==> src/rtl/falafel_alloc_ctrl.sv <==
// falafel_alloc_ctrl: first-fit free-list allocation controller driving the header LSU
package falafel_pkg;
    localparam int DATA_W = 64;
    localparam logic [DATA_W-1:0] BLOCK_HEADER_SIZE = 64'd16;
    localparam logic [DATA_W-1:0] MIN_ALLOC_SIZE = 64'd16;
    localparam logic [DATA_W-1:0] EMPTY_KEY = '0;
    typedef enum logic [2:0] {
        OP_LOCK,
        OP_UNLOCK,
        OP_LOAD,
        OP_EDIT_SIZE_AND_NEXT_ADDR,
        OP_EDIT_NEXT_ADDR
    } header_op_e;
    typedef struct packed {
        logic val;
        header_op_e op;
        logic [DATA_W-1:0] addr;
        logic [DATA_W-1:0] size;
        logic [DATA_W-1:0] next_addr;
    } header_req_t;
    typedef struct packed {
        logic val;
        logic [DATA_W-1:0] size;
        logic [DATA_W-1:0] next_addr;
    } header_rsp_t;
endpackage

module falafel_alloc_ctrl
    import falafel_pkg::*;
#(
    parameter logic [DATA_W-1:0] FREE_LIST_HEAD_ADDR = 64'h1000,
    parameter int unsigned MAX_HOPS = 1024
) (
    input  logic              clk_i,
    input  logic              rst_ni,
    input  logic              alloc_req_valid_i,
    output logic              alloc_req_ready_o,
    input  logic [DATA_W-1:0] alloc_req_size_i,
    output logic              alloc_rsp_valid_o,
    input  logic              alloc_rsp_ready_i,
    output logic [DATA_W-1:0] alloc_rsp_addr_o,
    output logic              alloc_rsp_ok_o,
    output header_req_t       lsu_req_o,
    input  logic              lsu_req_ready_i,
    input  header_rsp_t       lsu_rsp_i
);
    localparam int HW = $clog2(MAX_HOPS + 1);
    localparam logic [DATA_W-1:0] SIZE_LIMIT = {DATA_W{1'b1}} - (BLOCK_HEADER_SIZE + 64'd7);
    typedef enum logic [3:0] {
        IDLE, LOCK, LOAD_HEAD, CHECK, LOAD_CUR, WR_SPLIT, WR_ALLOC, WR_PREV, UNLOCK, RESP
    } state_e;
    state_e state;
    logic busy, fail, issuing, done;
    logic [DATA_W-1:0] req, cur_addr, cur_size, cur_next, prev_addr, link, rounded, req_blk;
    logic [HW-1:0] hops;
    header_req_t issue;

    assign alloc_req_ready_o = state == IDLE;
    assign issuing = state inside {LOCK, LOAD_HEAD, LOAD_CUR, WR_SPLIT, WR_ALLOC, WR_PREV, UNLOCK};
    assign done = busy & lsu_rsp_i.val & (~lsu_req_o.val | lsu_req_ready_i);
    assign rounded = (alloc_req_size_i + BLOCK_HEADER_SIZE + 64'd7) & ~64'd7;
    assign req_blk = rounded < MIN_ALLOC_SIZE ? MIN_ALLOC_SIZE : rounded;

    always_comb begin
        issue = '0;
        issue.val = 1'b1;
        issue.op = state == LOCK ? OP_LOCK : state == UNLOCK ? OP_UNLOCK :
                   state inside {LOAD_HEAD, LOAD_CUR} ? OP_LOAD :
                   state == WR_PREV ? OP_EDIT_NEXT_ADDR : OP_EDIT_SIZE_AND_NEXT_ADDR;
        issue.addr = state inside {LOCK, UNLOCK, LOAD_HEAD} ? FREE_LIST_HEAD_ADDR :
                     state == WR_SPLIT ? cur_addr + req : state == WR_PREV ? prev_addr : cur_addr;
        issue.size = state == WR_SPLIT ? cur_size - req : state == WR_ALLOC ? req : '0;
        issue.next_addr = state == WR_SPLIT ? cur_next : state == WR_PREV ? link : EMPTY_KEY;
    end

    always_ff @(posedge clk_i or negedge rst_ni) begin
        if (!rst_ni) begin
            state <= IDLE;
            busy <= 1'b0;
            fail <= 1'b0;
            req <= '0;
            cur_addr <= '0;
            cur_size <= '0;
            cur_next <= '0;
            prev_addr <= '0;
            link <= '0;
            hops <= '0;
            lsu_req_o <= '0;
            alloc_rsp_valid_o <= 1'b0;
            alloc_rsp_addr_o <= '0;
            alloc_rsp_ok_o <= 1'b0;
        end else begin
            if (issuing && !busy) begin
                lsu_req_o <= issue;
                busy <= 1'b1;
            end else if (lsu_req_o.val && lsu_req_ready_i) begin
                lsu_req_o.val <= 1'b0;
            end
            if (done) busy <= 1'b0;
            case (state)
                IDLE: if (alloc_req_valid_i) begin
                    req <= req_blk;
                    fail <= 1'b0;
                    if (alloc_req_size_i > SIZE_LIMIT) begin
                        alloc_rsp_valid_o <= 1'b1;
                        alloc_rsp_ok_o <= 1'b0;
                        alloc_rsp_addr_o <= '0;
                        state <= RESP;
                    end else begin
                        state <= LOCK;
                    end
                end
                LOCK: if (done) state <= LOAD_HEAD;
                LOAD_HEAD: if (done) begin
                    prev_addr <= FREE_LIST_HEAD_ADDR;
                    cur_addr <= lsu_rsp_i.next_addr;
                    hops <= '0;
                    state <= CHECK;
                end
                CHECK: if (cur_addr == EMPTY_KEY || hops == HW'(MAX_HOPS)) begin
                    fail <= 1'b1;
                    state <= UNLOCK;
                end else begin
                    state <= LOAD_CUR;
                end
                LOAD_CUR: if (done) begin
                    hops <= hops + HW'(1);
                    cur_size <= lsu_rsp_i.size;
                    cur_next <= lsu_rsp_i.next_addr;
                    if (lsu_rsp_i.size < req) begin
                        prev_addr <= cur_addr;
                        cur_addr <= lsu_rsp_i.next_addr;
                        state <= CHECK;
                    end else if (lsu_rsp_i.size - req >= MIN_ALLOC_SIZE) begin
                        state <= WR_SPLIT;
                    end else begin
                        req <= lsu_rsp_i.size;
                        link <= lsu_rsp_i.next_addr;
                        state <= WR_ALLOC;
                    end
                end
                WR_SPLIT: if (done) begin
                    link <= cur_addr + req;
                    state <= WR_ALLOC;
                end
                WR_ALLOC: if (done) state <= WR_PREV;
                WR_PREV: if (done) state <= UNLOCK;
                UNLOCK: if (done) begin
                    alloc_rsp_valid_o <= 1'b1;
                    alloc_rsp_ok_o <= ~fail;
                    alloc_rsp_addr_o <= fail ? '0 : cur_addr + BLOCK_HEADER_SIZE;
                    state <= RESP;
                end
                RESP: if (alloc_rsp_ready_i) begin
                    alloc_rsp_valid_o <= 1'b0;
                    state <= IDLE;
                end
                default: state <= IDLE;
            endcase
        end
    end
endmodule

==> config.mk <==
export PLATFORM = sky130hd
export DESIGN_NAME = falafel_alloc_ctrl
export DESIGN_NICKNAME = d
export VERILOG_FILES = /design/src/rtl/falafel_alloc_ctrl.sv
export SDC_FILE = /design/constraint.sdc
export NUM_CORES = 2
export LEC_CHECK = 0
export CAP_MARGIN = 10
export CORE_ASPECT_RATIO = 0.9
export CORE_MARGIN = 2
export CORE_UTILIZATION = 49
export CTS_CLUSTER_DIAMETER = 200
export CTS_CLUSTER_SIZE = 14
export DETAILED_ROUTE_END_ITERATION = 10
export PLACE_DENSITY = 0.71
export SYNTH_ARGS = -nofsm -noshare
export SYNTH_HDL_FRONTEND = slang
export SYNTH_SLANG_ARGS = --single-unit
==> constraint.sdc <==
create_clock -name clk_i -period 4.64 [get_ports clk_i]
set_clock_uncertainty 0.2 [all_clocks]
set_input_delay 0.928 -clock clk_i [delete_from_list [all_inputs] [get_ports clk_i]]
set_output_delay 0.928 -clock clk_i [all_outputs]
set_load 0.03 [all_outputs]
==> results.md <==
- Power Density: between 800 and 900 nW/um^2
- Worst EP required: 4.98 ns
- Die area: around 89000 um^2
- Reg2reg start: req[27]
- Hold Slack: about 0.07 ns
- Vias in the first global route: 41800
- Chip Width: 314 um
- Via/cell ratio: 6.06
- Sequential cell area fraction in the yosys report: 0.391
- Root buffer cell: clkbuf_16
- Vias post-DR: 43600
- Residual DRC: 0
- Post-synth EDFFs: 0
- Max_cap viols: 0
- CTS H-tree lvls: 2
- Fin crit period: 4.81 ns
- RePlAce Congestion: ~1
- Worst Slack Setup Final: -0.171 ns
- Dpl cells: between 7000 and 8000
- Total CTS buffers: 53
- Initial antenna violation count: 5
- Max VDD drop: 0.000547 V
- Post-Syn Instances: 4968
- Hold Crit Class: in -> async
- Area Overhead vs Synth: 35.5%
- First-pass GRT wire length: 259000 um
- Largest net degree at the start of global routing: 150
- P_sw: 22800 uW
- Synth Area in Adders: 0.0587
- Routed WL: 173000 um
- Final Cycle Share: 1.04
- Fmax: between 200 and 250 MHz
- Final net count: 6441
- GRT overflow: 0
- Initial DRC count: 4961
- Sequential Power Share: 0.218
- Total track usage: 0.377
- CP Max Fanout: 7
- Leakage power: about 0.027 uW
- Die height: 283 um
- Clock Tree Buf Depth: 3
- Switch share: 0.483
- Rel. slew slack: 0.354
- Starting Density: 0.494
- DRT Pass-1 Iters: 5
- Xor/xnor cell area share of the yosys netlist: 0.0518
- Mux cell area share after synthesis: 0.0394
- Async S/R FF share, synth: 1.00
- Worst Max-Slew Pin Slew: 0.969 ns
- Post-Synth Simple-Gate Area: 0.198
- Ports: 461
- Share of post-route cells with drive strength above 1: 0.221
- Mean Syn Cell Area: around 8.5 um^2
- Cell variety after synth: 101
- # hold bufs at CTS: 0
- Drt wl/cell: 24.1 um
- #FFs+latches synth: approximately 660
- Core Footprint: 85900 um^2
- Comb power frac: 0.692
- RSZ-0062 raised after global routing: yes
- CTS Sinks: approximately 660
- Most used DFF post-synth: dfrtp_1
- Critical path class: in -> reg
- Startpoint types: primary input
- Synthesized area: around 42000 um^2
- Arrival time at the worst endpoint: 5.15 ns
- Failing checks: negative setup slack
- Syn_nets: 5363
- CP Capture Type: register
- Internal: 24400 uW
- Compound-gate portion of the synthesized area: 0.214
- Synth warnings: 0
- Worst-Skew Late Latency: 0.67 ns
- Status: finished with violations
- Clock Pin Slew Worst Setup and Hold Paths: 0.09 ns
- PortBufs: 460
- Final Slew Violations: 0
- Largest family of logic cells by synthesized area: compound AO/OA/AOI/OAI gates
- Final Hold Fails: 0
- Hpwl dp: 129000 um
- Finished Layout Cells: 7194
- Site row count: 102
- Endpoints failing setup: 117
- CTS tree: done
- Critical Path Start: lsu_rsp_i[112]
- Final ANT Viol Nets: 0
- Clock power share: 0.091
per-stage QoR:
| step | setup slack (ns) | instance area (um^2) | setup TNS (ns) | utilization | power (uW) |
|---|---|---|---|---|---|
| after floorplan | -0.0262 | 42500 | -1.17 | - | 27300 |
| after detailed placement | -1.57 | 53700 | -278.67 | 0.625 | 40100 |
| after global placement | -1.50 | 53700 | -267.47 | 0.625 | 39700 |
| after global routing | -0.299 | 57400 | -28.81 | 0.669 | 49900 |
| after CTS | -0.109 | 56600 | -2.39 | 0.659 | 45800 |
| final | -0.171 | 57400 | -10.90 | 0.669 | 47200 |
area by class of cell:
| cell class | count | area [um^2] |
|---|---|---|
| antenna | 2 | 5.00 |
| clock buffer | 54 | 1350 |
| clock inverter | 3 | 47.5 |
| fill | 7147 | 28400 |
| inverter | 182 | 686 |
| multi-input combinational | 3830 | 25600 |
| sequential | 663 | 16600 |
| tap | 1144 | 1430 |
| timing repair buffer | 1316 | 11700 |
critical path, stage by stage:
cell,delay (ns)
dlygate4sd2_1,0.29
ha_4,0.26
buf_4,0.17
and2_1,0.16
a21oi_2,0.16
buf_4,0.13
o221ai_1,0.17
or2b_2,0.24
o2111ai_4,0.11
or4b_4,0.57
nor4_4,0.19
nand4b_1,0.21
nor3_2,0.17
nand4_2,0.13
or4_4,0.63
buf_12,0.22
clkbuf_16,0.17
o221a_1,0.24
power groups by stage:
| stage | clock [uW] | combinational (uW) | sequential (uW) |
|---|---|---|---|
| 4_1_cts | 4320 | 31300 | 10200 |
| 2_1_floorplan | 0 | 15700 | 11600 |
| 3_5_place_dp | 0 | 29800 | 10300 |
| 5_1_grt | 4500 | 34900 | 10500 |
| 3_3_place_gp | 0 | 29500 | 10200 |
| 6_report | 4280 | 32600 | 10300 |
registers in the layout, summed over array words and instances, names as in the netlist, 4 cells and up:
name	count
lsu_req_o	196
alloc_rsp_addr_o	64
cur_addr	64
cur_next	64
cur_size	64
link	64
prev_addr	64
req	64
hops	11
state	4
cell families (layout without fill, tap and decap cells):
kind of cell | count (synthesis) | in the layout
AND/OR/NAND/NOR | 1896 | 1896
XOR/XNOR | 251 | 251
AO/OA/AOI/OAI | 1338 | 1338
flip-flops | 663 | 663
buffers and inverters | 475 | 1555
multiplexers | 148 | 148
other | 0 | 2
adder cells (fa/ha/maj) | 197 | 197
synth_stat cells, drive strengths merged, types with 25 or more instances:
library cell / n / area share
a21o: 135 / 0.024
a21oi: 322 / 0.038
a221oi: 108 / 0.022
a22o: 76 / 0.016
a31oi: 34 / 0.0050
and3: 62 / 0.0092
buf: 59 / 0.0090
clkbuf: 234 / 0.022
dfrtp: 663 / 0.39
ha: 194 / 0.057
inv: 182 / 0.016
mux2: 91 / 0.026
mux2i: 57 / 0.013
nand2: 919 / 0.081
nand2b: 25 / 0.0037
nand3: 117 / 0.014
nand4: 79 / 0.012
nor2: 439 / 0.039
nor2b: 26 / 0.0038
nor3: 72 / 0.0089
nor4: 32 / 0.0047
o211ai: 28 / 0.0052
o21a: 32 / 0.0057
o21ai: 332 / 0.039
o221a: 48 / 0.013
or3: 30 / 0.0045
xnor2: 131 / 0.027
xor2: 120 / 0.025
placed cells by master (no fill, tap or decap), drive strengths merged, types with 12 or more instances in the layout:
| cell | instances |
|---|---|
| clkbuf | 67 |
| nand2b | 25 |
| dlygate4sd2 | 24 |
| clkdlybuf4s15 | 23 |
| o21a | 32 |
| nor2 | 439 |
| o2111ai | 13 |
| a211oi | 24 |
| clkdlybuf4s50 | 400 |
| o31ai | 16 |
| xnor2 | 131 |
| and3 | 62 |
| o22ai | 21 |
| ha | 194 |
| a221oi | 108 |
| o21bai | 21 |
| nand2 | 919 |
| a21o | 135 |
| o221a | 48 |
| xor2 | 120 |
| inv | 184 |
| nand4 | 79 |
| a32o | 16 |
| a21oi | 322 |
| nand3 | 117 |
| o221ai | 12 |
| dfrtp | 663 |
| nor2b | 26 |
| nor3 | 72 |
| a22o | 76 |
| and4 | 23 |
| or3 | 30 |
| a31oi | 34 |
| nor4 | 32 |
| mux2 | 91 |
| and2 | 24 |
| mux2i | 57 |
| o211ai | 28 |
| o21ai | 332 |
| buf | 856 |
layer usage:
layer,GRT usage,wire [um]
met5,0,0
met4,0.175,9420
met3,0.0578,14700
met2,0.570,75600
met1,0.531,73700
final timing paths:
kind                                       end  slack [ns]  cells past startpoint
worst max-delay path                   req[50]       -0.17                     18
worst min-delay path              cur_size[33]        0.07                      1
worst max register to register         req[50]       -0.15                     17
worst min register to register  lsu_req_o[145]        0.27                      2
max in group asynchronous        lsu_req_o[18]        3.00                      3
min in group clk_i              lsu_req_o[145]        0.27                      2
timing repair:
item | CTS | global route
gates cloned | 2 | 10
gates resized for setup | 344 | 106
pin swaps | 91 | 24
setup endpoints to repair | 202 | 155
setup buffers | 34 | 17
(Power assumes the default switching activity.)
